## src/rtl/pq_pkg.sv

```systemverilog
// Shared types and constants for the priority-queue sort host and its queue.
// Also carries the host FSM state type and a saturating counter helper.
package pq_pkg;

    localparam int KEY_W       = 8;
    localparam int VAL_W       = 8;
    localparam int PQ_CAPACITY = 8;

    typedef struct packed {
        logic [KEY_W-1:0] key;
        logic [VAL_W-1:0] val;
    } kv_t;

    // KEYINF marks an empty slot in the queue, so it can never be stored as data.
    localparam logic [KEY_W-1:0] KEYINF = 8'hFF;
    localparam logic [VAL_W-1:0] VAL0   = 8'h00;

    typedef enum logic [0:0] {
        FILL  = 1'b0,
        DRAIN = 1'b1
    } host_state_t;

    function automatic logic is_keyinf(input kv_t kv);
        return (kv.key == KEYINF);
    endfunction

    function automatic logic [15:0] sat_inc16(input logic [15:0] v);
        return (v == 16'hFFFF) ? v : (v + 16'd1);
    endfunction

endpackage

```

## src/rtl/pq_host_obuf.sv

```systemverilog
// Single-entry output register with a valid/ready handshake toward the consumer.
// A new entry may be loaded in the same cycle the current one is taken.
module pq_host_obuf
    import pq_pkg::*;
(
    input  logic clk,
    input  logic rst,
    input  logic load,
    input  kv_t  kv_in,
    input  logic last_in,
    input  logic m_ready,
    output kv_t  m_kv,
    output logic m_last,
    output logic m_valid,
    output logic can_load
);

    logic valid_q, valid_d;
    logic last_q,  last_d;
    kv_t  kv_q,    kv_d;

    // Next-state of the holding register: load wins, otherwise drain on handshake.
    always_comb begin
        valid_d = valid_q;
        last_d  = last_q;
        kv_d    = kv_q;
        if (load) begin
            valid_d = 1'b1;
            last_d  = last_in;
            kv_d    = kv_in;
        end else if (valid_q && m_ready) begin
            valid_d = 1'b0;
            last_d  = 1'b0;
        end else begin
            valid_d = valid_q;
        end
    end

    // Holding register flops.
    always_ff @(posedge clk) begin
        if (rst) begin
            valid_q <= 1'b0;
            last_q  <= 1'b0;
            kv_q    <= kv_t'{key: {KEY_W{1'b0}}, val: VAL0};
        end else begin
            valid_q <= valid_d;
            last_q  <= last_d;
            kv_q    <= kv_d;
        end
    end

    assign m_kv     = kv_q;
    assign m_last   = last_q;
    assign m_valid  = valid_q;
    assign can_load = !valid_q || m_ready;

endmodule

```

## src/rtl/pq_sort_host.sv

```systemverilog
// Batch sorter front-end: fills an external priority queue, then drains it in key order.
// Optional statistics counters are built when PQ_HOST_STATS_EN is defined.
module pq_sort_host
    import pq_pkg::*;
#(
    parameter int MAX_BATCH = PQ_CAPACITY
) (
    input  logic clk,
    input  logic rst,
    input  kv_t  s_kv,
    input  logic s_valid,
    input  logic s_last,
    output logic s_ready,
    output kv_t  m_kv,
    output logic m_valid,
    input  logic m_ready,
    output logic m_last,
    output kv_t  pq_kvi,
    output logic pq_enq,
    output logic pq_deq,
    input  kv_t  pq_kvo,
    input  logic pq_full,
    input  logic pq_empty,
    input  logic pq_busy,
    output logic err_key,
    output logic ovf
`ifdef PQ_HOST_STATS_EN
    ,
    output logic [15:0] stat_batches,
    output logic [15:0] stat_stalls
`endif
);

    localparam int                CNT_W    = $clog2(MAX_BATCH + 1);
    localparam logic [CNT_W-1:0]  MAX_CNT  = CNT_W'(MAX_BATCH);
    localparam logic [CNT_W-1:0]  CNT_ZERO = {CNT_W{1'b0}};
    localparam logic [CNT_W-1:0]  CNT_ONE  = {{(CNT_W-1){1'b0}}, 1'b1};

    host_state_t      state_q, state_d;
    logic [CNT_W-1:0] cnt_q,   cnt_d;
    logic             err_key_q, err_key_d;
    logic             ovf_q,     ovf_d;

    logic s_ready_s;
    logic pq_enq_s;
    logic pq_deq_s;
    logic obuf_load_s;
    logic obuf_last_s;
    logic obuf_can_load_s;
    logic batch_done_s;
    logic xfer_s;

    assign xfer_s = s_valid && s_ready_s;

    // Host sequencing: accept and enqueue in FILL, pop the queue minimum in DRAIN.
    always_comb begin
        state_d      = state_q;
        cnt_d        = cnt_q;
        err_key_d    = err_key_q;
        ovf_d        = ovf_q;
        s_ready_s    = 1'b0;
        pq_enq_s     = 1'b0;
        pq_deq_s     = 1'b0;
        obuf_load_s  = 1'b0;
        obuf_last_s  = 1'b0;
        batch_done_s = 1'b0;
        case (state_q)
            FILL: begin
                s_ready_s = !rst && !pq_busy && !pq_full && (cnt_q < MAX_CNT);
                if (xfer_s) begin
                    if (is_keyinf(s_kv)) begin
                        err_key_d = 1'b1;
                    end else begin
                        pq_enq_s = 1'b1;
                        cnt_d    = cnt_q + CNT_ONE;
                    end
                    if (s_last) begin
                        state_d = DRAIN;
                    end else if (!is_keyinf(s_kv) && ((cnt_q + CNT_ONE) == MAX_CNT)) begin
                        // Batch truncated: the next element starts a new batch.
                        state_d = DRAIN;
                        ovf_d   = 1'b1;
                    end else begin
                        state_d = FILL;
                    end
                end else begin
                    state_d = FILL;
                end
            end
            DRAIN: begin
                if (!rst && !pq_busy && !pq_empty && (cnt_q != CNT_ZERO) && obuf_can_load_s) begin
                    pq_deq_s    = 1'b1;
                    obuf_load_s = 1'b1;
                    obuf_last_s = (cnt_q == CNT_ONE);
                    cnt_d       = cnt_q - CNT_ONE;
                end else begin
                    cnt_d = cnt_q;
                end
                if ((cnt_q == CNT_ZERO) && obuf_can_load_s) begin
                    state_d      = FILL;
                    batch_done_s = 1'b1;
                end else begin
                    state_d = DRAIN;
                end
            end
            default: begin
                state_d = FILL;
            end
        endcase
    end

    // Host state, element count and sticky error flags.
    always_ff @(posedge clk) begin
        if (rst) begin
            state_q   <= FILL;
            cnt_q     <= CNT_ZERO;
            err_key_q <= 1'b0;
            ovf_q     <= 1'b0;
        end else begin
            state_q   <= state_d;
            cnt_q     <= cnt_d;
            err_key_q <= err_key_d;
            ovf_q     <= ovf_d;
        end
    end

    pq_host_obuf u_obuf (
        .clk      (clk),
        .rst      (rst),
        .load     (obuf_load_s),
        .kv_in    (pq_kvo),
        .last_in  (obuf_last_s),
        .m_ready  (m_ready),
        .m_kv     (m_kv),
        .m_last   (m_last),
        .m_valid  (m_valid),
        .can_load (obuf_can_load_s)
    );

    assign s_ready = s_ready_s;
    assign pq_enq  = pq_enq_s;
    assign pq_deq  = pq_deq_s;
    assign pq_kvi  = s_kv;
    assign err_key = err_key_q;
    assign ovf     = ovf_q;

`ifdef PQ_HOST_STATS_EN
    logic [15:0] stat_batches_q, stat_batches_d;
    logic [15:0] stat_stalls_q,  stat_stalls_d;

    // Saturating batch and input-stall counters.
    always_comb begin
        stat_batches_d = stat_batches_q;
        stat_stalls_d  = stat_stalls_q;
        if (batch_done_s) begin
            stat_batches_d = sat_inc16(stat_batches_q);
        end else begin
            stat_batches_d = stat_batches_q;
        end
        if (s_valid && !s_ready_s) begin
            stat_stalls_d = sat_inc16(stat_stalls_q);
        end else begin
            stat_stalls_d = stat_stalls_q;
        end
    end

    // Statistics flops.
    always_ff @(posedge clk) begin
        if (rst) begin
            stat_batches_q <= 16'd0;
            stat_stalls_q  <= 16'd0;
        end else begin
            stat_batches_q <= stat_batches_d;
            stat_stalls_q  <= stat_stalls_d;
        end
    end

    assign stat_batches = stat_batches_q;
    assign stat_stalls  = stat_stalls_q;
`else
    logic unused_stats_s;
    assign unused_stats_s = batch_done_s;
`endif

endmodule
```

## config.mk

```make
export PLATFORM = sky130hd
export DESIGN_NAME = pq_sort_host
export DESIGN_NICKNAME = d
export VERILOG_FILES = /design/src/rtl/pq_pkg.sv /design/src/rtl/pq_host_obuf.sv /design/src/rtl/pq_sort_host.sv
export SDC_FILE = /design/constraint.sdc
export NUM_CORES = 1
export LEC_CHECK = 0
export ABC_AREA = 1
export BUFFER_PORTS_ARGS = -buffer_cell sky130_fd_sc_hd__buf_2
export CORE_ASPECT_RATIO = 1.5
export CORE_UTILIZATION = 44
export CTS_BUF_LIST = sky130_fd_sc_hd__clkbuf_8
export DETAILED_ROUTE_END_ITERATION = 8
export PLACE_DENSITY_LB_ADDON = 0.25
export REMOVE_ABC_BUFFERS = 1
export SYNTH_ARGS = -nofsm -noshare
export SYNTH_HDL_FRONTEND = slang
export SYNTH_SLANG_ARGS = --single-unit
```

## constraint.sdc

```tcl
create_clock -name clk -period 1.78 [get_ports clk]
set_clock_uncertainty 0.15 [all_clocks]
set_input_delay 0.089 -clock clk [delete_from_list [all_inputs] [get_ports clk]]
set_output_delay 0.089 -clock clk [all_outputs]
set_load 0.02 [all_outputs]
```

==> results of run 1 <==
## cell usage in the layout (no fill, tap or decap)
master,n
a21oi_1,7
buf_2,62
buf_4,10
clkbuf_8,3
clkinv_2,1
clkinv_8,1
dfxtp_1,25
dlygate4sd3_1,17
ha_1,4
inv_1,12
inv_2,3
inv_6,1
nand2_1,25
nand2_2,1
nand2_4,1
nand3_1,10
nand3_2,2
nand4_1,2
nand4_4,1
nor2_1,43
nor2_2,1
nor2_4,1
o21ai_0,18
xnor2_1,1
xor2_1,1
## registers in the layout, indices dropped and copies added (netlist names)
| register | flops |
|---|---|
| state_q | 1 |
| u_obuf.m_kv | 16 |
| cnt_q | 4 |
| u_obuf.m_last | 1 |
| err_key | 1 |
| u_obuf.m_valid | 1 |
| ovf | 1 |
## final timing paths
path                     end  cells after the start
max                   pq_deq                      6
max reg2reg  u_obuf.m_kv[14]                      7
min                  state_q                      5
min reg2reg          err_key                      2
## area by class of cell
class                           instances  share of cell area
Clock buffer                            3              0.0227
Clock inverter                          1             0.00275
Inverter                               17              0.0448
Multi-Input combinational cell        118               0.323
Sequential cell                        25               0.275
Tap cell                               37              0.0255
Timing Repair Buffer                   89               0.306
## where the power goes
group | leakage [nW] | switching [mW] | total [mW] | internal, mW
combinational | 0.723 | 0.0700 | 0.144 | 0.0741
clock | 0.0255 | 0.164 | 0.320 | 0.156
sequential | 0.201 | 0.00186 | 0.563 | 0.561
## stage by stage
stage	total power, mW	area, um2	hold WS (ps)	setup WS (ps)
floorplan	0.619	1160	8.07	52.6
global placement	0.690	1540	28.2	177
detailed placement	0.690	1540	28.2	114
CTS	1.03	1790	10.2	67.8
global route	1.07	1820	28.1	25.8
finish	1.03	1820	16.7	109
## layer usage
layer,part of all wire,track usage,vias to the layer above
met2,0.55,0.380,59
met4,0.0059,0.0536,0
met3,0.061,0.0547,2
met1,0.39,0.202,590
li1,-,-,697
met5,0,0,-
## worst max-delay path: stages, from the launching register on
cell,delay [ps]
dfxtp_1,340
inv_1,80
ha_1,240
nand3_2,110
nand4_4,140
clkinv_8,100
buf_2,160
## kinds of logic after synthesis
| family | share of synthesized area |
|---|---|
| AND/OR/NAND/NOR | 0.300 |
| buffers and inverters | 0.172 |
| AO/OA/AOI/OAI | 0.0952 |
| flip-flops | 0.381 |
| adder cells (fa/ha/maj) | 0.0381 |
| XOR/XNOR | 0.0133 |
## repair_timing
| item | CTS | global route |
|---|---|---|
| hold buffers | 17 | 0 |
| hold endpoints to repair | 23 | 0 |
| endpoints found under the setup margin | 1 | 2 |
| pin swaps | 1 | 0 |
| resized for setup | 2 | 2 |
| buffers inserted | 2 | 4 |
## Yosys cell counts
cell,number,share of area
a21oi_1,7,0.027
inv_6,1,0.0067
buf_2,1,0.0038
nand2_4,1,0.0086
nand4_4,1,0.016
ha_1,4,0.038
inv_1,14,0.040
o21ai_0,18,0.069
nand2_1,25,0.071
xnor2_1,1,0.0067
clkbuf_2,1,0.0038
nand2_2,1,0.0048
nor2_2,1,0.0048
nand4_1,2,0.0095
nor2_1,43,0.12
clkinv_2,1,0.0038
nor2_4,1,0.0086
buf_6,2,0.017
nand3_1,10,0.038
xor2_1,1,0.0067
dfxtp_1,25,0.38
clkbuf_1,1,0.0029
inv_2,1,0.0029
nand3_2,2,0.015
buf_4,16,0.091
==> reports/summary.txt, run 1 <==
n_diodes: 0
Setup CP Type: flop to primary output
Lkg Pwr: 0.950 nW
Synth cell types: 25
Placer Congestion: 0.776
nets@finish: 298
CTS H-tree lvls: 1
I/O Buffers: 62
Setup crit start: cnt_q[0]
clk slew on worst S/H paths: 80 ps
row cnt: 23
Die Y: 68.9 um
Final Cycle Share: 0.939
Layout area overhead: 38.3%
Mapped Area: 0.00131 mm2
clock sinks: 25
Layout fillers: 262
register bit count reported by yosys: 25
Vias: 1348
RSZ-0062 raised after global routing: false
area of the multi-input gates: 587 um2
Pwr Density: 565 mW/mm2
non-filler cells, final: 290
Clock Path Buffers: 2
slew margin rel.: 0.816
required time worst endpoint: 1540 ps
vias in the first global route: 1154
HPWL Detailed: 2150 um
DR iter-0 viols: 12
proportion of layout cells with a drive suffix above 1: 0.348
Post-Route WL: 3080 um
Arr. time, crit path: 1430 ps
initial antenna violation count: 0
Slew Viols, Final: 0
Worst IR Drop VDD: 0.000529 V
Final min period: 1670 ps
global-route wire length before repair: 4760 um
post-synthesis sequential area ratio: 0.381
DRC: 0
Vias per Instance: 4.65
Worst R2R Start: cnt_q[0]
Worst setup EP type: primary output
placed insts: 263
r2r setup slk: 160 ps
Initial DRT Pass Iterations: 4
CTS tree: built
core region area: 0.00276 mm2
Mapped Avg Cell Area: 7.26 um2
Final Hold Fails: 0
TNS Setup: 0 ps
Mapped Cells: 181
outcome: completed
Final Util: 0.658
total die area: 0.00321 mm2
I/O pin cnt: 79
f_max: 0.599 GHz
largest net degree at the start of global routing: 20
die width: 46.6 um
final setup fails: 0
worst skew pair latency: 260 ps
Congestion Overflow GR: 0
max cap viols: 0
hold wc startpoint: s_last
Routed WL per cell: 10.6 um
Crit Path Max Fanout: 8
Hold Crit Class: primary input to flop
worst slew pin tran: 274 ps
Starting Density: 0.476
Worst Setup Start Kind: flop
post-route antenna net violation count: 0
GRT Total Usage: 0.199
TritonCTS buffer count: 3
Seq. cell area: 500 um2
Root Driver: clkbuf_8
Ys Warns: 0
Note: power is estimated with default switching activity, not from simulation.
==> inputs of run 2 (changes only) <==
Settings changed: CTS_CLUSTER_DIAMETER set to 80, HOLD_SLACK_MARGIN set to 0.12.
==> reports/summary.txt, run 2 (same netlist as run 1, synthesis figures left out) <==
TNS Setup: 0 ps
post-route antenna net violation count: 0
Layout area overhead: 47.4%
Final min period: 1670 ps
vias in the first global route: 1295
Slew Viols, Final: 0
die width: 46.6 um
Final Cycle Share: 0.939
max cap viols: 0
Pwr Density: 553 mW/mm2
dpl ws: 114 ps
Setup CP Type: flop to primary output
RSZ-0062 raised after global routing: false
Initial DRT Pass Iterations: 4
outcome: completed
row cnt: 23
Post-Route WL: 3620 um
Worst IR Drop VDD: 0.000539 V
M1 wire length: 1380 um
total die area: 0.00321 mm2
Congestion Overflow GR: 0
DRC: 0
TritonCTS buffer count: 3
Arr. time, crit path: 1430 ps
slew margin rel.: 0.632
I/O Buffers: 62
proportion of layout cells with a drive suffix above 1: 0.332
Layout fillers: 233
Routed WL per cell: 12.0 um
worst path buffer plus inverter count: 3
commonest non-fill, non-tap cell in the layout: buf_2
Hold Crit Class: primary input to flop
Crit Path Max Fanout: 7
most frequent cells in the layout: 62 x buf_2, 43 x nor2_1, 29 x dlygate4sd3_1
met3 wire length: 165 um
largest net degree at the start of global routing: 20
clk slew on worst S/H paths: 90 ps
Die Y: 68.9 um
critical path's top delay family: flip-flops
slowest CP cell: dfxtp_1
Worst setup EP type: primary output
global-route wire length before repair: 5460 um
Lkg Pwr: 1.00 nW
initial antenna violation count: 0
worst skew pair latency: 260 ps
n_diodes: 0
Worst path max stage delay: 340 ps
crit-path cells: inv_1 -> ha_1 -> nand3_2 -> nand4_4 -> clkinv_8 -> buf_2
clock sinks: 25
Root Driver: clkbuf_8
placed insts: 263
final setup fails: 0
Vias per Instance: 4.79
top layer in use: met4
max reg flops: 16
CTS H-tree lvls: 1
CTS tree: built
post-route worst setup slack: 108 ps
Starting Density: 0.476
worst slew pin tran: 551 ps
Vias: 1446
core region area: 0.00276 mm2
GRT Total Usage: 0.234
I/O pin cnt: 79
nets@finish: 310
DR WL met2: 2000 um
DR iter-0 viols: 22
Clock Path Buffers: 2
PnR Total Power: 1.07 mW
HPWL Detailed: 2150 um
non-filler cells, final: 302
f_max: 0.598 GHz
Placer Congestion: 0.776
Worst Setup Start Kind: flop
Final Hold Fails: 0
required time worst endpoint: 1540 ps
==> run 2: changes by cell type in the layout (fill, tap and decap cells not counted) <==
cell / previous run / this run
dlygate4sd3_1: 17 / 29
==> run 2: through the flow <==
step                utilization  hold slack [ps]  cell area [um2]
detailed placement        0.559             28.2             1540
CTS                       0.690              202             1910
floorplan                     -             8.07             1160
finish                    0.701              198             1940
global placement          0.559             28.2             1540
global route              0.701              221             1940
==> run 2: area by class of cell <==
type / count / area [um2] / share of cell area
Sequential cell: 25 / 500 / 0.258
Multi-Input combinational cell: 118 / 587 / 0.303
Timing Repair Buffer: 101 / 676 / 0.349
Clock inverter: 1 / 5.00 / 0.00258
Clock buffer: 3 / 41.3 / 0.0213
Tap cell: 37 / 46.3 / 0.0239
Inverter: 17 / 81.3 / 0.0420
==> run 2: power breakdown <==
part / total, mW / switching [mW] / internal (mW) / leakage, nW
Clock: 0.326 / 0.170 / 0.156 / 0.0255
Sequential: 0.563 / 0.00189 / 0.561 / 0.201
Combinational: 0.183 / 0.0908 / 0.0920 / 0.773
Total: 1.07 / 0.263 / 0.809 / 1.00
==> run 2: repair_timing <==
item                                    4_1_cts  5_1_grt
pin swaps                                     1        0
resized for setup                             2        2
hold endpoints to repair                     32        0
endpoints found under the setup margin        1        2
setup buffers                                 2        4
hold buffers                                 29        0
==> run 2: path summary, 6_finish.rpt <==
kind	from	end	slack, ps	depth (start not counted)
worst max-delay path	cnt_q[0]	pq_deq	110	6
worst min-delay path	pq_empty	u_obuf.m_kv[9]	200	6
worst max register to register	cnt_q[0]	u_obuf.m_kv[11]	110	7
worst min register to register	ovf	ovf	320	2
==> run 2: layer usage <==
layer / global-route usage / up-vias
met5: 0 / -
met4: 0.0857 / 0
met3: 0.0365 / 10
met2: 0.451 / 57
met1: 0.240 / 662
li1: - / 717
==> run 2: worst min-delay path: stages <==
cell and delay [ps]:
buf_2 100, nor2_4 50, nand4_4 130, clkinv_8 70, nor2_1 80, nor2_1 50
==> inputs of run 3 (changes only) <==
Settings changed: CORE_UTILIZATION 44 to 45, SYNTH_HIERARCHICAL set to 1.
==> reports/summary.txt, run 3 <==
PnR Total Power: 1.09 mW
post-route worst setup slack: 81.2 ps
Synth cell types: 27
Hold Crit Class: primary input to flop
global-route wire length before repair: 6000 um
dpl ws: 81.4 ps
Clock Path Buffers: 2
required time worst endpoint: 1540 ps
initial antenna violation count: 0
Arr. time, crit path: 1460 ps
Pwr Density: 541 mW/mm2
asr flop ratio synth: 0
post-route antenna net violation count: 0
top-count cell post-synth: nor2_1
vias in the first global route: 1436
clk slew on worst S/H paths: 80 ps
post-synthesis sequential area ratio: 0.359
TNS Setup: 0 ps
max reg flops: 16
TritonCTS buffer count: 3
Layout area overhead: 44.7%
commonest non-fill, non-tap cell in the layout: buf_2
most frequent cells in the layout: 61 x buf_2, 52 x nor2_1, 32 x dlygate4sd3_1
Post-Route WL: 3680 um
worst path buffer plus inverter count: 4
area fraction of the dominant cell type after synthesis: 0.359
post-synth top area cell: dfxtp_1
Crit Path Max Fanout: 12
worst skew pair latency: 260 ps
Lkg Pwr: 1.09 nW
n_diodes: 0
Congestion Overflow GR: 0
crit-path cells: inv_1 -> ha_2 -> nand3_2 -> nand4_4 -> inv_2 -> buf_12 -> buf_4
GRT Total Usage: 0.242
outcome: completed
largest net degree at the start of global routing: 20
Die Y: 70.2 um
Mapped Avg Cell Area: 7.19 um2
DR iter-0 viols: 38
Worst path max stage delay: 340 ps
CTS H-tree lvls: 1
main flop type after synthesis: dfxtp_1
clock sinks: 25
register bit count reported by yosys: 25
max cap viols: 0
Ys Warns: 6
DRC: 0
Worst IR Drop VDD: 0.000533 V
CTS tree: built
slew margin rel.: 0.828
I/O pin cnt: 79
critical path's top delay family: buffers and inverters
Mapped Area: 0.00140 mm2
Vias: 1450
total die area: 0.00333 mm2
die width: 47.5 um
Vias per Instance: 4.60
Slew Viols, Final: 0
ranking of synthesized cells by area: dfxtp_1 36%, nor2_1 14%, buf_4 9.1%
Final Hold Fails: 0
RSZ-0062 raised after global routing: false
Initial DRT Pass Iterations: 4
final setup fails: 0
f_max: 0.589 GHz
Placer Congestion: 0.884
row cnt: 24
Fin Hold WS: 125 ps
Routed WL per cell: 11.7 um
most frequent cells after synthesis: 52 x nor2_1, 27 x nand2_1, 25 x dfxtp_1, 17 x buf_4, 16 x inv_1
core region area: 0.00294 mm2
Layout fillers: 280
Worst setup EP type: primary output
HPWL Detailed: 2440 um
worst slew pin tran: 257 ps
Final min period: 1700 ps
Mapped Cells: 194
proportion of layout cells with a drive suffix above 1: 0.333
I/O Buffers: 62
nets@finish: 321
Setup CP Type: flop to primary output
Worst Setup Start Kind: flop
Post-synth EDFFs: 0
Final Cycle Share: 0.954
slowest CP cell: dfxtp_1
placed insts: 278
Starting Density: 0.474
non-filler cells, final: 315
Root Driver: clkbuf_8
[run 3: through the flow]
stage	util	cell area, um2
after floorplan	-	1210
after global placement	0.549	1620
after detailed placement	0.549	1620
after CTS	0.678	1990
after global routing	0.686	2020
final	0.686	2020
[run 3: cell type report]
class | instances | area, um2 | area share
clock buffer | 3 | 41.3 | 0.0205
clock inverter | 1 | 3.75 | 0.00186
inverter | 21 | 86.3 | 0.0428
multi-input combinational | 127 | 638 | 0.316
sequential | 25 | 504 | 0.250
tap | 39 | 48.8 | 0.0242
timing repair buffer | 99 | 696 | 0.345
[run 3: cells by family (layout without fill, tap and decap cells)]
| kind of cell | after synthesis | after routing | synth area share |
|---|---|---|---|
| compound gates | 23 | 23 | 0.0879 |
| flops | 25 | 25 | 0.359 |
| fa+ha+maj | 4 | 4 | 0.0359 |
| xor+xnor | 2 | 2 | 0.0126 |
| simple gates | 98 | 98 | 0.313 |
| buf+inv | 42 | 124 | 0.192 |
[run 3: worst paths after layout]
path,from,endpoint,slack (ps),cells after the start
setup / recovery,cnt_q[1],pq_deq,80,7
hold / removal,rst,u_obuf/m_kv[4],130,4
setup reg to reg,cnt_q[0],u_obuf/m_kv[8],150,9
hold reg to reg,ovf,ovf,320,2
[run 3: layer usage]
| layer | wire length (um) | global-route usage |
|---|---|---|
| met1 | 1490 | 0.274 |
| met2 | 2020 | 0.434 |
| met3 | 124 | 0.0362 |
| met4 | 50 | 0.0698 |
| met5 | 0 | 0 |
[run 3: worst min-delay path: cells and delay by family]
family	cells	cell delay, ps
buffers and inverters	2	270
AND/OR/NAND/NOR	1	40
AO/OA/AOI/OAI	1	100
[run 3: power by group]
part / total (mW) / switching [mW] / internal [mW]
Sequential: 0.566 / 0.00355 / 0.563
Combinational: 0.204 / 0.100 / 0.103
Clock: 0.322 / 0.168 / 0.154
[run 3: timing repair]
| action | CTS | global route |
|---|---|---|
| resized for setup | 5 | 3 |
| endpoints found under the hold margin | 33 | 1 |
| hold buffers | 32 | 1 |
| buffers inserted | 0 | 1 |
| endpoints found under the setup margin | 1 | 2 |
| pin swaps | 0 | 3 |
